**src/rtl/beat_scheduler.sv**
```systemverilog
// rtl/beat_scheduler.sv - play-phase beat sequencer: walks the beatmap, spawns circles, judges key presses.
module beat_scheduler #(
    parameter int NUM_BEATS      = 16,
    parameter int BEAT_INTERVAL  = 30,
    parameter int HIT_WINDOW     = 8,
    parameter int PASS_THRESHOLD = 12,
    parameter int ADDR_W         = 8
) (
    input  logic              Clk,
    input  logic              Reset,
    input  logic              frame_tick,
    input  logic              start,
    input  logic [7:0]        keycode,
    output logic [ADDR_W-1:0] map_addr,
    input  logic [2:0]        map_data,
    output logic              spawn,
    output logic [1:0]        circletype,
    output logic              hit,
    output logic              miss,
    output logic [7:0]        hits,
    output logic [7:0]        misses,
    output logic              busy,
    output logic              done,
    output logic              playerpass
);
    localparam int FC_W = $clog2(BEAT_INTERVAL + 1);
    localparam logic [7:0] KEY_QUIT = 8'h14;

    typedef enum logic [2:0] {
        S_IDLE, S_FETCH, S_LATCH, S_SPAWN, S_WINDOW, S_GAP, S_DONE
    } state_t;

    state_t            state_q, state_d;
    logic [ADDR_W-1:0] beat_idx_q, beat_idx_d;
    logic [FC_W-1:0]   frame_cnt_q, frame_cnt_d;
    logic [7:0]        prev_key_q, prev_key_d;
    logic [7:0]        hits_q, hits_d;
    logic [7:0]        misses_q, misses_d;
    logic [1:0]        circletype_q, circletype_d;
    logic              spawn_q, spawn_d;
    logic              hit_q, hit_d;
    logic              miss_q, miss_d;
    logic              quit_q, quit_d;

    logic       press;
    logic [7:0] expected_key;

    assign press = (keycode != 8'h00) && (keycode != prev_key_q);

    always_comb begin
        expected_key = 8'h04;
        case (circletype_q)
            2'b00: expected_key = 8'h04;
            2'b01: expected_key = 8'h16;
            2'b10: expected_key = 8'h07;
            2'b11: expected_key = 8'h09;
            default: expected_key = 8'h04;
        endcase
    end

    always_comb begin
        state_d      = state_q;
        beat_idx_d   = beat_idx_q;
        frame_cnt_d  = frame_cnt_q;
        prev_key_d   = keycode;
        hits_d       = hits_q;
        misses_d     = misses_q;
        circletype_d = circletype_q;
        quit_d       = quit_q;
        spawn_d      = 1'b0;
        hit_d        = 1'b0;
        miss_d       = 1'b0;

        case (state_q)
            S_IDLE, S_DONE: begin
                if (start) begin
                    hits_d     = 8'd0;
                    misses_d   = 8'd0;
                    beat_idx_d = '0;
                    quit_d     = 1'b0;
                    state_d    = S_FETCH;
                end
            end
            S_FETCH: state_d = S_LATCH;
            S_LATCH: begin
                frame_cnt_d = '0;
                if (map_data[2]) begin
                    circletype_d = map_data[1:0];
                    spawn_d      = 1'b1;
                    state_d      = S_SPAWN;
                end else begin
                    state_d = S_GAP;
                end
            end
            S_SPAWN: begin
                frame_cnt_d = '0;
                state_d     = S_WINDOW;
            end
            S_WINDOW: begin
                if (frame_tick)
                    frame_cnt_d = frame_cnt_q + FC_W'(1);
                // A press on the expiring tick is still judged as a press.
                if (press && keycode == expected_key) begin
                    hit_d   = 1'b1;
                    hits_d  = (hits_q == 8'hFF) ? hits_q : hits_q + 8'd1;
                    state_d = S_GAP;
                end else if (press || (frame_tick && frame_cnt_q == FC_W'(HIT_WINDOW - 1))) begin
                    miss_d   = 1'b1;
                    misses_d = (misses_q == 8'hFF) ? misses_q : misses_q + 8'd1;
                    state_d  = S_GAP;
                end
            end
            S_GAP: begin
                if (frame_tick) begin
                    if (frame_cnt_q == FC_W'(BEAT_INTERVAL - 1)) begin
                        frame_cnt_d = '0;
                        if (beat_idx_q == ADDR_W'(NUM_BEATS - 1)) begin
                            state_d = S_DONE;
                        end else begin
                            beat_idx_d = beat_idx_q + ADDR_W'(1);
                            state_d    = S_FETCH;
                        end
                    end else begin
                        frame_cnt_d = frame_cnt_q + FC_W'(1);
                    end
                end
            end
            default: state_d = S_IDLE;
        endcase

        // Quitting abandons the beat in flight: nothing from this cycle is scored.
        if (keycode == KEY_QUIT && state_q != S_IDLE && state_q != S_DONE) begin
            state_d  = S_DONE;
            quit_d   = 1'b1;
            spawn_d  = 1'b0;
            hit_d    = 1'b0;
            miss_d   = 1'b0;
            hits_d   = hits_q;
            misses_d = misses_q;
        end
    end

    always_ff @(posedge Clk) begin
        if (Reset) begin
            state_q      <= S_IDLE;
            beat_idx_q   <= '0;
            frame_cnt_q  <= '0;
            prev_key_q   <= 8'd0;
            hits_q       <= 8'd0;
            misses_q     <= 8'd0;
            circletype_q <= 2'b00;
            spawn_q      <= 1'b0;
            hit_q        <= 1'b0;
            miss_q       <= 1'b0;
            quit_q       <= 1'b0;
        end else begin
            state_q      <= state_d;
            beat_idx_q   <= beat_idx_d;
            frame_cnt_q  <= frame_cnt_d;
            prev_key_q   <= prev_key_d;
            hits_q       <= hits_d;
            misses_q     <= misses_d;
            circletype_q <= circletype_d;
            spawn_q      <= spawn_d;
            hit_q        <= hit_d;
            miss_q       <= miss_d;
            quit_q       <= quit_d;
        end
    end

    assign map_addr   = beat_idx_q;
    assign spawn      = spawn_q;
    assign circletype = circletype_q;
    assign hit        = hit_q;
    assign miss       = miss_q;
    assign hits       = hits_q;
    assign misses     = misses_q;
    assign done       = (state_q == S_DONE);
    assign busy       = (state_q != S_IDLE) && (state_q != S_DONE);
    assign playerpass = done && (hits_q >= 8'(PASS_THRESHOLD)) && !quit_q;

endmodule

```
**config.mk**
```make
export PLATFORM = sky130hd
export DESIGN_NAME = beat_scheduler
export DESIGN_NICKNAME = d
export VERILOG_FILES = /design/src/rtl/beat_scheduler.sv
export SDC_FILE = /design/constraint.sdc
export NUM_CORES = 1
export LEC_CHECK = 0
export BUFFER_PORTS_ARGS = -buffer_cell sky130_fd_sc_hd__buf_2
export CAP_MARGIN = 5
export CORE_ASPECT_RATIO = 1.1
export CORE_MARGIN = 2
export CORE_UTILIZATION = 59
export DETAILED_ROUTE_END_ITERATION = 8
export PLACE_DENSITY_LB_ADDON = 0.08
export SETUP_SLACK_MARGIN = 0.02
export SYNTH_ARGS = -nofsm -noshare
export SYNTH_HDL_FRONTEND = slang
export SYNTH_SLANG_ARGS = --single-unit
```
**constraint.sdc**
```tcl
create_clock -name Clk -period 4.9 [get_ports Clk]
set_input_delay 0.49 -clock Clk [delete_from_list [all_inputs] [get_ports Clk]]
set_output_delay 0.49 -clock Clk [all_outputs]
set_load 0.03 [all_outputs]
```
==> impl_metrics.json <==
{
  "final_area_mm2": 0.00286,
  "numPortBuffers": 46,
  "numCtsBuffers": 5,
  "post-dp-hpwl_um": 3940,
  "synthCells": 291,
  "post-synth-top-count-cell": "dfxtp_1",
  "ios": 47,
  "synth_top_area_share_pct": 37.6,
  "worstPathArrival_ns": 2.66,
  "syn_area_mm2": 0.00245,
  "min_from": "map_data[0]",
  "reg2reg_depth": 9,
  "dpl_worst_slack_ns": 2.39,
  "synthXorXnorAreaFrac_pct": 8.58,
  "maxCapViolCount": 0,
  "antenna_found_initial": 0,
  "cts_tree": "built",
  "grt_pass1_vias": 2025,
  "drc": 0,
  "final_layout_size_suffix_gt1_share_pct": 19.2,
  "core_area_mm2": 0.00396,
  "yosysTopAreaCell": "dfxtp_1",
  "numClockSinks": 46,
  "post_cts_resize_count": 0,
  "synth_flop_cell": "dfxtp_1",
  "ys_top_cells_by_area": "dfxtp_1 (38%), xor2_1 (7.1%), nor2_1 (5.1%)",
  "drt_pass1_iterations": 4,
  "htreeDepth": 2,
  "synth_fa_ha_area_share_pct": 5.05,
  "synth_nets": 315,
  "max_freq_ghz": 0.402,
  "antenna_cells": 0,
  "synth_top_family_by_area": "simple AND/OR/NAND/NOR gates",
  "reg2reg_slack_ns": 2.41,
  "rsz0062_at_grt": "no",
  "wl_met1_um": 2400,
  "vdd_drop_max_v": 0.000278,
  "power.leakage_nw": 1.24,
  "synth.area.mux_share_pct": 1.23,
  "maxUsedRoutingLayer": "met4",
  "gp_congestion": 0.848,
  "finalPower_mw": 1.16,
  "worstMarginPinSlew_ns": 0.602,
  "fin_crit_sh_pct": 50.8,
  "synthToLayoutAreaGrowth_pct": 16.8,
  "finalSetupTns_ns": 0,
  "synthArstFlopShare_pct": 0,
  "clock_latency_ns": 0.31,
  "viasPerCell": 5.59,
  "crit_chain": "inv_1 -> ha_1 -> xor2_1 -> nor4_1 -> nand3_2 -> or2b_4 -> o21ai_1 -> a21boi_0 -> a211oi_1",
  "syn_area_per_cell_um2": 8.42,
  "root_buffer": "clkbuf_8",
  "maxSlewViolCount": 0,
  "synth_edf_count": 0,
  "die_w_um": 65.5,
  "routed-wl-met2_um": 2630,
  "worstHoldPathType": "input port to flop",
  "clk_pin_slew_worst_paths_ns": 0.09,
  "synth_commonest_cells": "dfxtp_1 (46), nor2_1 (33), nand2_1 (24)",
  "slowest_stage": "o21ai_1",
  "totalWireLength_um": 5330,
  "crit_required_ns": 5.07,
  "critPathCaptureType": "flop",
  "finalNetCount": 362,
  "start_kind": "flop",
  "grt_usage_pct": 24.6,
  "yosysWarningCount": 0,
  "hold_depth": 3,
  "dpl-instance-area_mm2": 0.00272,
  "dieArea_mm2": 0.00469,
  "start_util_pct": 61.8,
  "ctsLongestPathBuffers": 2,
  "cts_hold_buf": 0,
  "overflow": 0,
  "die_y_um": 71.6,
  "whs_endpoint": "circletype[0]",
  "cts_setup_buffers": 0,
  "ys_types": 49,
  "finalSetupViolCount": 0,
  "ys_seq_area_share_pct": 37.6,
  "ant_nets": 0,
  "grt_pass1_wl_um": 8980,
  "hold_viol_final": 0,
  "max_stage_delay_ns": 0.47,
  "synth-simple-area-share_pct": 29.6,
  "worstPathMaxFanout": 8,
  "whs_ns": 0.441,
  "vias": 2184,
  "timing.rr.start": "circletype[1]",
  "r2r-end": "hits[2]",
  "cellPowerDensity_mw_per_mm2": 404,
  "ys_ff_latch": 46,
  "fin_crit_ns": 2.49,
  "finalWorstSetupSlack_ns": 2.41,
  "crit_type": "flop to flop",
  "routed-wl-met3_um": 213,
  "rows": 24,
  "maxSlewHeadroom_pct": 59.8,
  "drtIter0Drc": 124,
  "avgRoutedWirePerCell_um": 13.6,
  "synth_compound_area_share_pct": 14.7,
  "clock_skew_ns": 0.0109,
  "grt_max_degree": 27,
  "status": "finished clean"
}
-- report_power, final --
group          switching [mW]  internal [mW]
clock                   0.132          0.218
combinational           0.243          0.129
sequential             0.0350          0.401
-- kinds of logic after synthesis --
group,Yosys count
mux,3
flops,46
compound gates,50
fa+ha+maj,10
buf+inv,21
simple gates,137
xor+xnor,24
-- through the flow --
step,cells,util (%)
CTS,391,72.3
floorplan,291,-
finish,391,72.3
global route,391,72.3
global placement,383,68.7
detailed placement,383,68.7
-- metal layers --
| layer | vias up | global-route usage, % |
|---|---|---|
| met1 | 996 | 29.3 |
| met2 | 53 | 42.3 |
| met4 | 0 | 12.7 |
| li1 | 1127 | - |
| met5 | - | 0 |
| met3 | 8 | 4.08 |
-- placed cells by master, fill, tap and decap left out, drive strengths merged, types with 3 or more instances in the layout --
master / netlist / layout
nor2b: 11 / 11
nor2: 33 / 33
nand4: 7 / 7
clkbuf: 5 / 6
inv: 15 / 15
or3: 7 / 7
nand2: 24 / 24
a21o: 4 / 4
xor2: 20 / 20
a31oi: 3 / 3
and3: 5 / 5
o21ai: 11 / 11
and4: 3 / 3
mux2i: 3 / 3
and2: 3 / 3
dfxtp: 46 / 46
xnor2: 4 / 4
buf: 1 / 46
or4: 3 / 3
nor4: 6 / 6
a211oi: 5 / 5
nor3: 7 / 7
a21oi: 16 / 16
ha: 9 / 9
nand3: 21 / 21
-- state kept, by name, summed over array words and instances (netlist names) --
register / flops
hit: 1
miss: 1
misses: 8
map_addr: 8
frame_cnt_q: 5
circletype: 2
prev_key_q: 8
state_q: 3
hits: 8
quit_q: 1
spawn: 1
-- worst max-delay path: cells and delay by family, from the launching register on --
| family | cells | cell delay, ns |
|---|---|---|
| compound gates | 3 | 0.77 |
| xor+xnor | 1 | 0.14 |
| fa+ha+maj | 1 | 0.19 |
| buf+inv | 1 | 0.07 |
| flops | 1 | 0.43 |
| simple gates | 3 | 0.76 |
-- final cells by class --
cell class,instances,area [µm²]
clock inverter,2,60.1
clock buffer,6,82.6
inverter,15,56.3
multi-input combinational,224,1450
fill,347,1100
sequential,46,921
timing repair buffer,46,230
tap,52,65.1
-- worst max path at each step --
| stage | startpoint | end | slack, ns | cells after the start |
|---|---|---|---|---|
| 5_1_grt | circletype[1] | hits[2] | 2.26 | 9 |
| 3_3_place_gp | keycode[5] | hits[2] | 2.48 | 8 |
| 6_report | circletype[1] | hits[2] | 2.41 | 9 |
| 3_5_place_dp | keycode[5] | hits[2] | 2.39 | 8 |
| 2_1_floorplan | circletype[1] | hits[2] | 2.51 | 9 |
| 4_1_cts | circletype[1] | hits[2] | 2.43 | 9 |
Note: power is estimated with default switching activity, not from simulation.
